`src/rtl/mac_reg_responder_pkg.sv`:
```
// Shared constants for the MAC register responder: register map, reset defaults,
// command_config bit positions and the access FSM state encoding.
package mac_resp_pkg;

  localparam logic [9:0] ADDR_REV     = 10'h000;
  localparam logic [9:0] ADDR_SCRATCH = 10'h001;
  localparam logic [9:0] ADDR_CMD     = 10'h002;
  localparam logic [9:0] ADDR_MAC0    = 10'h003;
  localparam logic [9:0] ADDR_MAC1    = 10'h004;
  localparam logic [9:0] ADDR_FRM_LEN = 10'h005;
  localparam logic [9:0] ADDR_STAT_RD = 10'h03A;
  localparam logic [9:0] ADDR_STAT_WR = 10'h03B;

  localparam logic [31:0] CMD_DEFAULT     = 32'h0000_0000;
  localparam logic [31:0] SCRATCH_DEFAULT = 32'h0000_0000;
  localparam logic [15:0] FRM_LEN_DEFAULT = 16'd1518;

  localparam int CMD_TX_ENA_BIT   = 0;
  localparam int CMD_RX_ENA_BIT   = 1;
  localparam int CMD_SW_RESET_BIT = 13;

  typedef enum logic [1:0] {
    ST_IDLE = 2'd0,
    ST_WAIT = 2'd1,
    ST_ACK  = 2'd2
  } state_t;

endpackage

```
`src/rtl/mac_reg_responder_if.sv`:
```
// Avalon-MM style register bus between an initiator (master) and the responder (slave).
interface mac_reg_responder_if;
  logic [9:0]  ADR_I;
  logic [31:0] DAT_I;
  logic [31:0] DAT_O;
  logic        RD;
  logic        WR;
  logic        BUSY;

  modport master (output ADR_I, output DAT_I, output RD, output WR,
                  input  DAT_O, input  BUSY);
  modport slave  (input  ADR_I, input  DAT_I, input  RD, input  WR,
                  output DAT_O, output BUSY);
endinterface

```
`src/rtl/mac_reg_responder_regfile.sv`:
```
// Register storage, read decode and self-clearing SW_RESET for the MAC responder.
// Optional read-only access counters are built when MAC_RESP_STATS_EN is defined.
module mac_resp_regfile
  import mac_resp_pkg::*;
#(
  parameter logic [31:0] REV_ID          = 32'h0000_0901,
  parameter int          SW_RESET_CYCLES = 4
) (
  input  logic        clk,
  input  logic        reset,
  input  logic        i_wr_commit,
`ifdef MAC_RESP_STATS_EN
  input  logic        i_rd_commit,
`endif
  input  logic [9:0]  i_adr,
  input  logic [31:0] i_wdata,
  output logic [31:0] o_rdata,
  output logic        tx_ena,
  output logic        rx_ena,
  output logic        sw_reset_active,
  output logic [47:0] mac_addr
);

  localparam logic [7:0] LP_SWR_LOAD = 8'(SW_RESET_CYCLES);

  logic [31:0] r_scratch, r_cmd, r_mac0;
  logic [15:0] r_mac1, r_frm_len;
  logic [7:0]  r_swr_cnt;
  logic [31:0] w_cmd_next;
  logic [7:0]  w_swr_cnt_next;
  logic        w_cmd_wr;

  assign w_cmd_wr = i_wr_commit && (i_adr == ADDR_CMD);

  // While SW_RESET runs, writes may change other bits but bit 13 belongs to the counter.
  always_comb begin
    w_cmd_next     = r_cmd;
    w_swr_cnt_next = r_swr_cnt;
    if (w_cmd_wr) begin
      w_cmd_next = i_wdata;
    end else begin
      w_cmd_next = r_cmd;
    end
    if (r_cmd[CMD_SW_RESET_BIT]) begin
      if (r_swr_cnt <= 8'd1) begin
        w_cmd_next[CMD_SW_RESET_BIT] = 1'b0;
        w_swr_cnt_next               = 8'd0;
      end else begin
        w_cmd_next[CMD_SW_RESET_BIT] = 1'b1;
        w_swr_cnt_next               = r_swr_cnt - 8'd1;
      end
    end else if (w_cmd_wr && i_wdata[CMD_SW_RESET_BIT]) begin
      w_swr_cnt_next = LP_SWR_LOAD;
    end else begin
      w_swr_cnt_next = r_swr_cnt;
    end
  end

  // Register storage; writes land on the ACK edge.
  always_ff @(posedge clk or negedge reset) begin
    if (!reset) begin
      r_scratch <= SCRATCH_DEFAULT;
      r_cmd     <= CMD_DEFAULT;
      r_mac0    <= 32'h0000_0000;
      r_mac1    <= 16'h0000;
      r_frm_len <= FRM_LEN_DEFAULT;
      r_swr_cnt <= 8'd0;
    end else begin
      r_cmd     <= w_cmd_next;
      r_swr_cnt <= w_swr_cnt_next;
      if (i_wr_commit) begin
        case (i_adr)
          ADDR_SCRATCH: r_scratch <= i_wdata;
          ADDR_MAC0:    r_mac0    <= i_wdata;
          ADDR_MAC1:    r_mac1    <= i_wdata[15:0];
          ADDR_FRM_LEN: r_frm_len <= i_wdata[15:0];
          default:      r_scratch <= r_scratch;
        endcase
      end
    end
  end

`ifdef MAC_RESP_STATS_EN
  logic [31:0] r_stat_rd, r_stat_wr;

  // Completed-access counters, wrapping naturally at 32 bits.
  always_ff @(posedge clk or negedge reset) begin
    if (!reset) begin
      r_stat_rd <= 32'd0;
      r_stat_wr <= 32'd0;
    end else begin
      if (i_rd_commit) r_stat_rd <= r_stat_rd + 32'd1;
      if (i_wr_commit) r_stat_wr <= r_stat_wr + 32'd1;
    end
  end
`endif

  // Read decode; unmapped addresses return zero.
  always_comb begin
    o_rdata = 32'h0000_0000;
    case (i_adr)
      ADDR_REV:     o_rdata = REV_ID;
      ADDR_SCRATCH: o_rdata = r_scratch;
      ADDR_CMD:     o_rdata = r_cmd;
      ADDR_MAC0:    o_rdata = r_mac0;
      ADDR_MAC1:    o_rdata = {16'h0000, r_mac1};
      ADDR_FRM_LEN: o_rdata = {16'h0000, r_frm_len};
`ifdef MAC_RESP_STATS_EN
      ADDR_STAT_RD: o_rdata = r_stat_rd;
      ADDR_STAT_WR: o_rdata = r_stat_wr;
`endif
      default:      o_rdata = 32'h0000_0000;
    endcase
  end

  assign sw_reset_active = r_cmd[CMD_SW_RESET_BIT];
  assign tx_ena          = r_cmd[CMD_TX_ENA_BIT] & ~r_cmd[CMD_SW_RESET_BIT];
  assign rx_ena          = r_cmd[CMD_RX_ENA_BIT] & ~r_cmd[CMD_SW_RESET_BIT];
  assign mac_addr        = {r_mac1, r_mac0};

endmodule

```
`src/rtl/mac_reg_responder.sv`:
```
// MAC register responder top: access FSM with programmable wait states and BUSY.
// Optional access statistics are enabled with MAC_RESP_STATS_EN.
module mac_reg_responder
  import mac_resp_pkg::*;
#(
  parameter int          WAIT_CYCLES     = 2,
  parameter logic [31:0] REV_ID          = 32'h0000_0901,
  parameter int          SW_RESET_CYCLES = 4
) (
  input  logic                 clk,
  input  logic                 reset,
  mac_reg_responder_if.slave   bus,
  output logic                 tx_ena,
  output logic                 rx_ena,
  output logic [47:0]          mac_addr,
  output logic                 sw_reset_active
);

  localparam logic [3:0] LP_WAIT_LOAD = 4'(WAIT_CYCLES - 1);

  state_t      r_state;
  logic [3:0]  r_wait_cnt;
  logic [31:0] r_dat_o;
  logic [31:0] w_rd_data;
  logic        w_req;
  logic        w_wr_commit;

  assign w_req       = bus.RD | bus.WR;
  assign w_wr_commit = (r_state == ST_ACK) && bus.WR;
  // Reset gating keeps BUSY low the instant an access is killed by reset.
  assign bus.BUSY    = reset & w_req & (r_state != ST_ACK);
  assign bus.DAT_O   = r_dat_o;

`ifdef MAC_RESP_STATS_EN
  logic w_rd_commit;
  assign w_rd_commit = (r_state == ST_ACK) && bus.RD && !bus.WR;
`endif

  // Access FSM; read data is captured on entry to ACK and cleared on exit.
  always_ff @(posedge clk or negedge reset) begin
    if (!reset) begin
      r_state    <= ST_IDLE;
      r_wait_cnt <= 4'd0;
      r_dat_o    <= 32'h0000_0000;
    end else begin
      case (r_state)
        ST_IDLE: begin
          r_dat_o <= 32'h0000_0000;
          if (w_req) begin
            r_state    <= ST_WAIT;
            r_wait_cnt <= LP_WAIT_LOAD;
          end
        end
        ST_WAIT: begin
          if (!w_req) begin
            r_state    <= ST_IDLE;
            r_wait_cnt <= 4'd0;
          end else if (r_wait_cnt <= 4'd1) begin
            r_state    <= ST_ACK;
            r_wait_cnt <= 4'd0;
            r_dat_o    <= bus.WR ? 32'h0000_0000 : w_rd_data;
          end else begin
            r_wait_cnt <= r_wait_cnt - 4'd1;
          end
        end
        ST_ACK: begin
          r_state <= ST_IDLE;
          r_dat_o <= 32'h0000_0000;
        end
        default: begin
          r_state    <= ST_IDLE;
          r_wait_cnt <= 4'd0;
          r_dat_o    <= 32'h0000_0000;
        end
      endcase
    end
  end

  mac_resp_regfile #(
    .REV_ID          (REV_ID),
    .SW_RESET_CYCLES (SW_RESET_CYCLES)
  ) u_regfile (
    .clk             (clk),
    .reset           (reset),
    .i_wr_commit     (w_wr_commit),
`ifdef MAC_RESP_STATS_EN
    .i_rd_commit     (w_rd_commit),
`endif
    .i_adr           (bus.ADR_I),
    .i_wdata         (bus.DAT_I),
    .o_rdata         (w_rd_data),
    .tx_ena          (tx_ena),
    .rx_ena          (rx_ena),
    .sw_reset_active (sw_reset_active),
    .mac_addr        (mac_addr)
  );

endmodule

```
`src/flat_wrapper.sv`:
```
// flat-port wrapper written by rule: the top's interface ports become plain ports
module mac_reg_responder_flat import mac_resp_pkg::*;
#(
  parameter int          WAIT_CYCLES     = 2,
  parameter logic [31:0] REV_ID          = 32'h0000_0901,
  parameter int          SW_RESET_CYCLES = 4
)
  (clk, reset, tx_ena, rx_ena, mac_addr, sw_reset_active, bus_ADR_I, bus_DAT_I, bus_RD, bus_WR, bus_DAT_O, bus_BUSY);
  mac_reg_responder_if bus_i ();
  input  logic clk;
  input  logic reset;
  output logic tx_ena;
  output logic rx_ena;
  output logic [47:0] mac_addr;
  output logic sw_reset_active;
  input wire logic [$bits(bus_i.ADR_I)-1:0] bus_ADR_I;
  input wire logic [$bits(bus_i.DAT_I)-1:0] bus_DAT_I;
  input wire logic [$bits(bus_i.RD)-1:0] bus_RD;
  input wire logic [$bits(bus_i.WR)-1:0] bus_WR;
  output wire logic [$bits(bus_i.DAT_O)-1:0] bus_DAT_O;
  output wire logic [$bits(bus_i.BUSY)-1:0] bus_BUSY;
  assign bus_i.ADR_I = bus_ADR_I;
  assign bus_i.DAT_I = bus_DAT_I;
  assign bus_i.RD = bus_RD;
  assign bus_i.WR = bus_WR;
  assign bus_DAT_O = bus_i.DAT_O;
  assign bus_BUSY = bus_i.BUSY;
  mac_reg_responder #(.WAIT_CYCLES(WAIT_CYCLES), .REV_ID(REV_ID), .SW_RESET_CYCLES(SW_RESET_CYCLES)) u_core (.clk(clk), .reset(reset), .bus(bus_i), .tx_ena(tx_ena), .rx_ena(rx_ena), .mac_addr(mac_addr), .sw_reset_active(sw_reset_active));
endmodule
```
`config.mk`:
```
export PLATFORM = sky130hd
export DESIGN_NAME = mac_reg_responder_flat
export DESIGN_NICKNAME = d
export VERILOG_FILES = /design/src/rtl/mac_reg_responder_pkg.sv /design/src/rtl/mac_reg_responder_if.sv /design/src/rtl/mac_reg_responder_regfile.sv /design/src/rtl/mac_reg_responder.sv /design/src/flat_wrapper.sv
export SDC_FILE = /design/constraint.sdc
export NUM_CORES = 1
export LEC_CHECK = 0
export BUFFER_PORTS_ARGS = -buffer_cell sky130_fd_sc_hd__buf_4
export CAP_MARGIN = 20
export CELL_PAD_IN_SITES_DETAIL_PLACEMENT = 1
export CELL_PAD_IN_SITES_GLOBAL_PLACEMENT = 2
export CORE_UTILIZATION = 35
export DETAILED_ROUTE_END_ITERATION = 12
export PLACE_DENSITY_LB_ADDON = 0.1
export REMOVE_ABC_BUFFERS = 1
export SYNTH_ARGS = -nofsm -noshare
export SYNTH_HDL_FRONTEND = slang
export SYNTH_SLANG_ARGS = --single-unit
```
`constraint.sdc`:
```
create_clock -name clk -period 2.91 [get_ports clk]
set_clock_uncertainty 0.1 [all_clocks]
set_input_delay 0.291 -clock clk [delete_from_list [all_inputs] [get_ports clk]]
set_output_delay 0.291 -clock clk [all_outputs]
set_load 0.01 [all_outputs]
```
==> run metrics <==
Die X-Extent=151.0 um; Synth Flop Type=dfrtp_1; Crit-path slowest cell=dfrtp_1; First DRT Iteration DRCs=between 150 and 200; Achievable Freq=460.5 MHz; layout cells sized above 1=43.60%; Crit path largest cell delay=0.45 ns; core area=between 20000 and 25000 um^2; P&R area growth vs syn=25.96%; CTS tree=done; Pint=0.003850 W; Area contributors post-synth=dfrtp_1 (53%), mux2_2 (17%), mux2i_1 (5.3%), o2bb2ai_1 (3.7%), dfstp_2 (2.7%); DP Worst Slack=0.5616 ns; total chip power=0.005237 W; VDD IR-drop max=approximately 0.4 mV; Die Y=151.0 um; Placement Cell Area=9153 um^2; period utilization=roughly three quarters; Clk pin slew, worst setup/hold paths=0.07 ns; drt total wl=21820 um; first-pass GRT wire length=between 30000 and 40000 um; relative slew slack=36.93%; ant diodes=0; pwr dens=535.5 nW/um^2; maximum capacitance violations=0; initial antenna violation count=0; Clock Tree Root=clkbuf_16; power share of the combinational group=10.6%; post-route setup slack=approximately 0.74 ns; post-synth top area cell=dfrtp_1; Startpoint Class=register; drt pass-1 iters=4; Seq pwr share=47.8%; CP Capture Type=register; largest net degree at the start of global routing=slightly above 100; CTS Buf Count=17; Setup-failing EPs final=0; TritonCTS Sinks=about 170; Max Root-Sink Buffers=2; CP startpoint=u_core.r_state[0]; cell count after placement=991; Initial Utilization=between 30% and 40%; Crit Path Max Fanout=18; Seq cells post-synth=around 170; Via density=between 5 and 6; Setup CP Type=register to register; hold path start=bus_DAT_I[31]; layout net count=787; Async S/R FF share, synth=100.0%; met2 Resource Use GR=34.01%; Hold Path Class=input port to register; met1 Use GR=26.98%; status=completed; Vias=5452; critical path's top delay family=simple AND/OR/NAND/NOR gates; worst slew pin tran=0.9461 ns; crit path DAT=2.38 ns; switching power total=about 0.0014 W; RSZ-0062 raised after global routing=false; Yosys top cell area share=53.50%; Critical Path RT=3.12 ns; fillers=2265; Post-synth EDFFs=0; Synth cell types=50; mapped cell area=7765 um^2; GRT Util Overall=20.34%; YS warnings=0; CP Cell Sequence=nand3b_1, nor3_4, nor3b_4, buf_4, mux2_2; port buffer count=129; Avg WL per Cell=21.18 um; part of the Yosys area used for sequential elements=56.20%; Finished Cell Area=slightly below 10000 um^2; net switching fraction of the power=a little over a quarter; final routed DRC violation total=0; Post-Synthesis Cells=590; number of global-route vias before repair=~6000; worst skew pair latency=0.42 ns; die area=around 23000 um^2; final std cells w/o fill=1030; Max Slew Vio Count=0; Post-DP HPWL=14630 um; gr busiest metal=met2; GR Util met3=under 10%; # IOs=130; reg2reg start=u_core.r_state[0]; GRT Residual Overflow=0; number of H-tree levels=4; Rows=54; Synth Area per Inst=13.16 um^2; clock network fraction of total power=41.6%; setup bufs post-CTS=0; Placer Congestion=0.7609; fin crit period=around 2.2 ns; leakage=4.864 nW; final hold violations=0; ANT nets after route=0; CP Buf/Inv Count=1
[per-layer routing]
layer | vias up | part of all wire, % | wire length (um)
met5 | - | 0 | 0
met4 | 0 | 1.1 | 231
met3 | 18 | 3.1 | 673
met2 | 108 | 49 | 10750
met1 | 2851 | 47 | 10160
li1 | 2475 | - | -
[area by class of cell]
type	count	area, um^2	share of cell area (%)
inverter	11	41.29	0.4222
tap	280	350.3	3.582
multi-input combinational	370	3197	32.69
clock buffer	19	442.9	4.529
sequential	174	4364	44.62
timing repair buffer	163	1270	12.98
clock inverter	13	115.1	1.177
[cell families after synthesis]
group,share of synthesized area (%)
fa+ha+maj,0.6446
mux,23.99
buf+inv,2.884
simple gates,5.656
compound gates,10.39
xor+xnor,0.2256
flops,56.20
[Yosys cell counts (4+ instances only)]
cell and count:
buf_4 8, ha_1 4, mux2_2 120, a21o_1 4
nor2_1 29, a21oi_1 32, clkbuf_1 10, nor2b_1 5
inv_1 11, nor3_1 6, dfstp_2 8, buf_1 5
o21ai_0 7, buf_2 11, or3_1 5, o22ai_1 14
nand3_1 7, mux2i_1 41, a22oi_1 7, a211oi_1 5
nand2_1 5, dfrtp_1 166, o2bb2ai_1 33, mux2_1 9
[state kept, by name (all words and copies together), names as in the netlist]
register and flops:
u_core.u_regfile.r_mac1 16, u_core.u_regfile.r_swr_cnt 8, u_core.u_regfile.r_mac0 32, u_core.r_wait_cnt 4, u_core.u_regfile.r_cmd 32, u_core.u_regfile.r_scratch 32, u_core.bus.DAT_O 32, u_core.u_regfile.r_frm_len 16
u_core.r_state 2
[path summary, 6_finish.rpt]
check / end / slack, ns / cells past startpoint
min reg2reg: u_core.bus.DAT_O[7] / 0.40 / 1
max: u_core.u_regfile.r_cmd[9] / 0.74 / 5
max in group asynchronous: u_core.u_regfile.r_scratch[1] / 1.49 / 3
min in group asynchronous: u_core.bus.DAT_O[6] / 0.38 / 3
min: u_core.u_regfile.r_cmd[31] / 0.01 / 2
max reg2reg: u_core.u_regfile.r_cmd[9] / 0.74 / 5
[placed cells by master, fill, tap and decap left out, types with 3 or more instances in the layout]
| cell | n |
|---|---|
| o22ai_1 | 14 |
| mux2_1 | 9 |
| clkinvlp_4 | 4 |
| nand3_1 | 6 |
| nor4_1 | 3 |
| dfstp_2 | 8 |
| dfrtp_1 | 166 |
| buf_4 | 153 |
| dlygate4sd3_1 | 7 |
| or4b_1 | 3 |
| clkinv_2 | 4 |
| ha_1 | 4 |
| or3_1 | 5 |
| a21o_1 | 4 |
| nor2b_1 | 5 |
| mux2_2 | 120 |
| nand2_1 | 5 |
| a211oi_1 | 5 |
| mux2i_1 | 41 |
| o21ai_0 | 7 |
| a21oi_1 | 32 |
| nor2_1 | 28 |
| o2bb2ai_1 | 33 |
| nor3_1 | 5 |
| clkbuf_16 | 17 |
| inv_1 | 11 |
| a22oi_1 | 7 |
[per-stage QoR]
step | TNS (ns) | utilization [%] | hold slack (ns)
detailed placement | 0 | 42.07 | 0.3119
CTS | 0 | 44.96 | 0.0006772
global route | 0 | 44.96 | 0.01098
global placement | 0 | 42.07 | 0.3085
floorplan | -19.00 | - | -0.1046
finish | 0 | 44.96 | 0.01391
[worst reg2reg max path: stages, from the launching register on]
cell and delay [ns]:
dfrtp_1 0.45, nand3b_1 0.24, nor3_4 0.29, nor3b_4 0.26
buf_4 0.34, mux2_2 0.38
[power by group through the flow]
stage | registers (W) | logic (W) | clock network [W]
2_1_floorplan | 0.00254 | 0.000242 | 0
3_3_place_gp | 0.00254 | 0.000539 | 0
3_5_place_dp | 0.00255 | 0.000558 | 0
4_1_cts | 0.00251 | 0.000567 | 0.00224
5_1_grt | 0.00251 | 0.000607 | 0.00233
6_report | 0.00251 | 0.000553 | 0.00218
[timing repair]
| action | in CTS | in global routing |
|---|---|---|
| hold buffers | 7 | 0 |
| endpoints found under the hold margin | 105 | 0 |
| gates resized for setup | 0 | 0 |
Note: power is estimated with default switching activity, not from simulation.
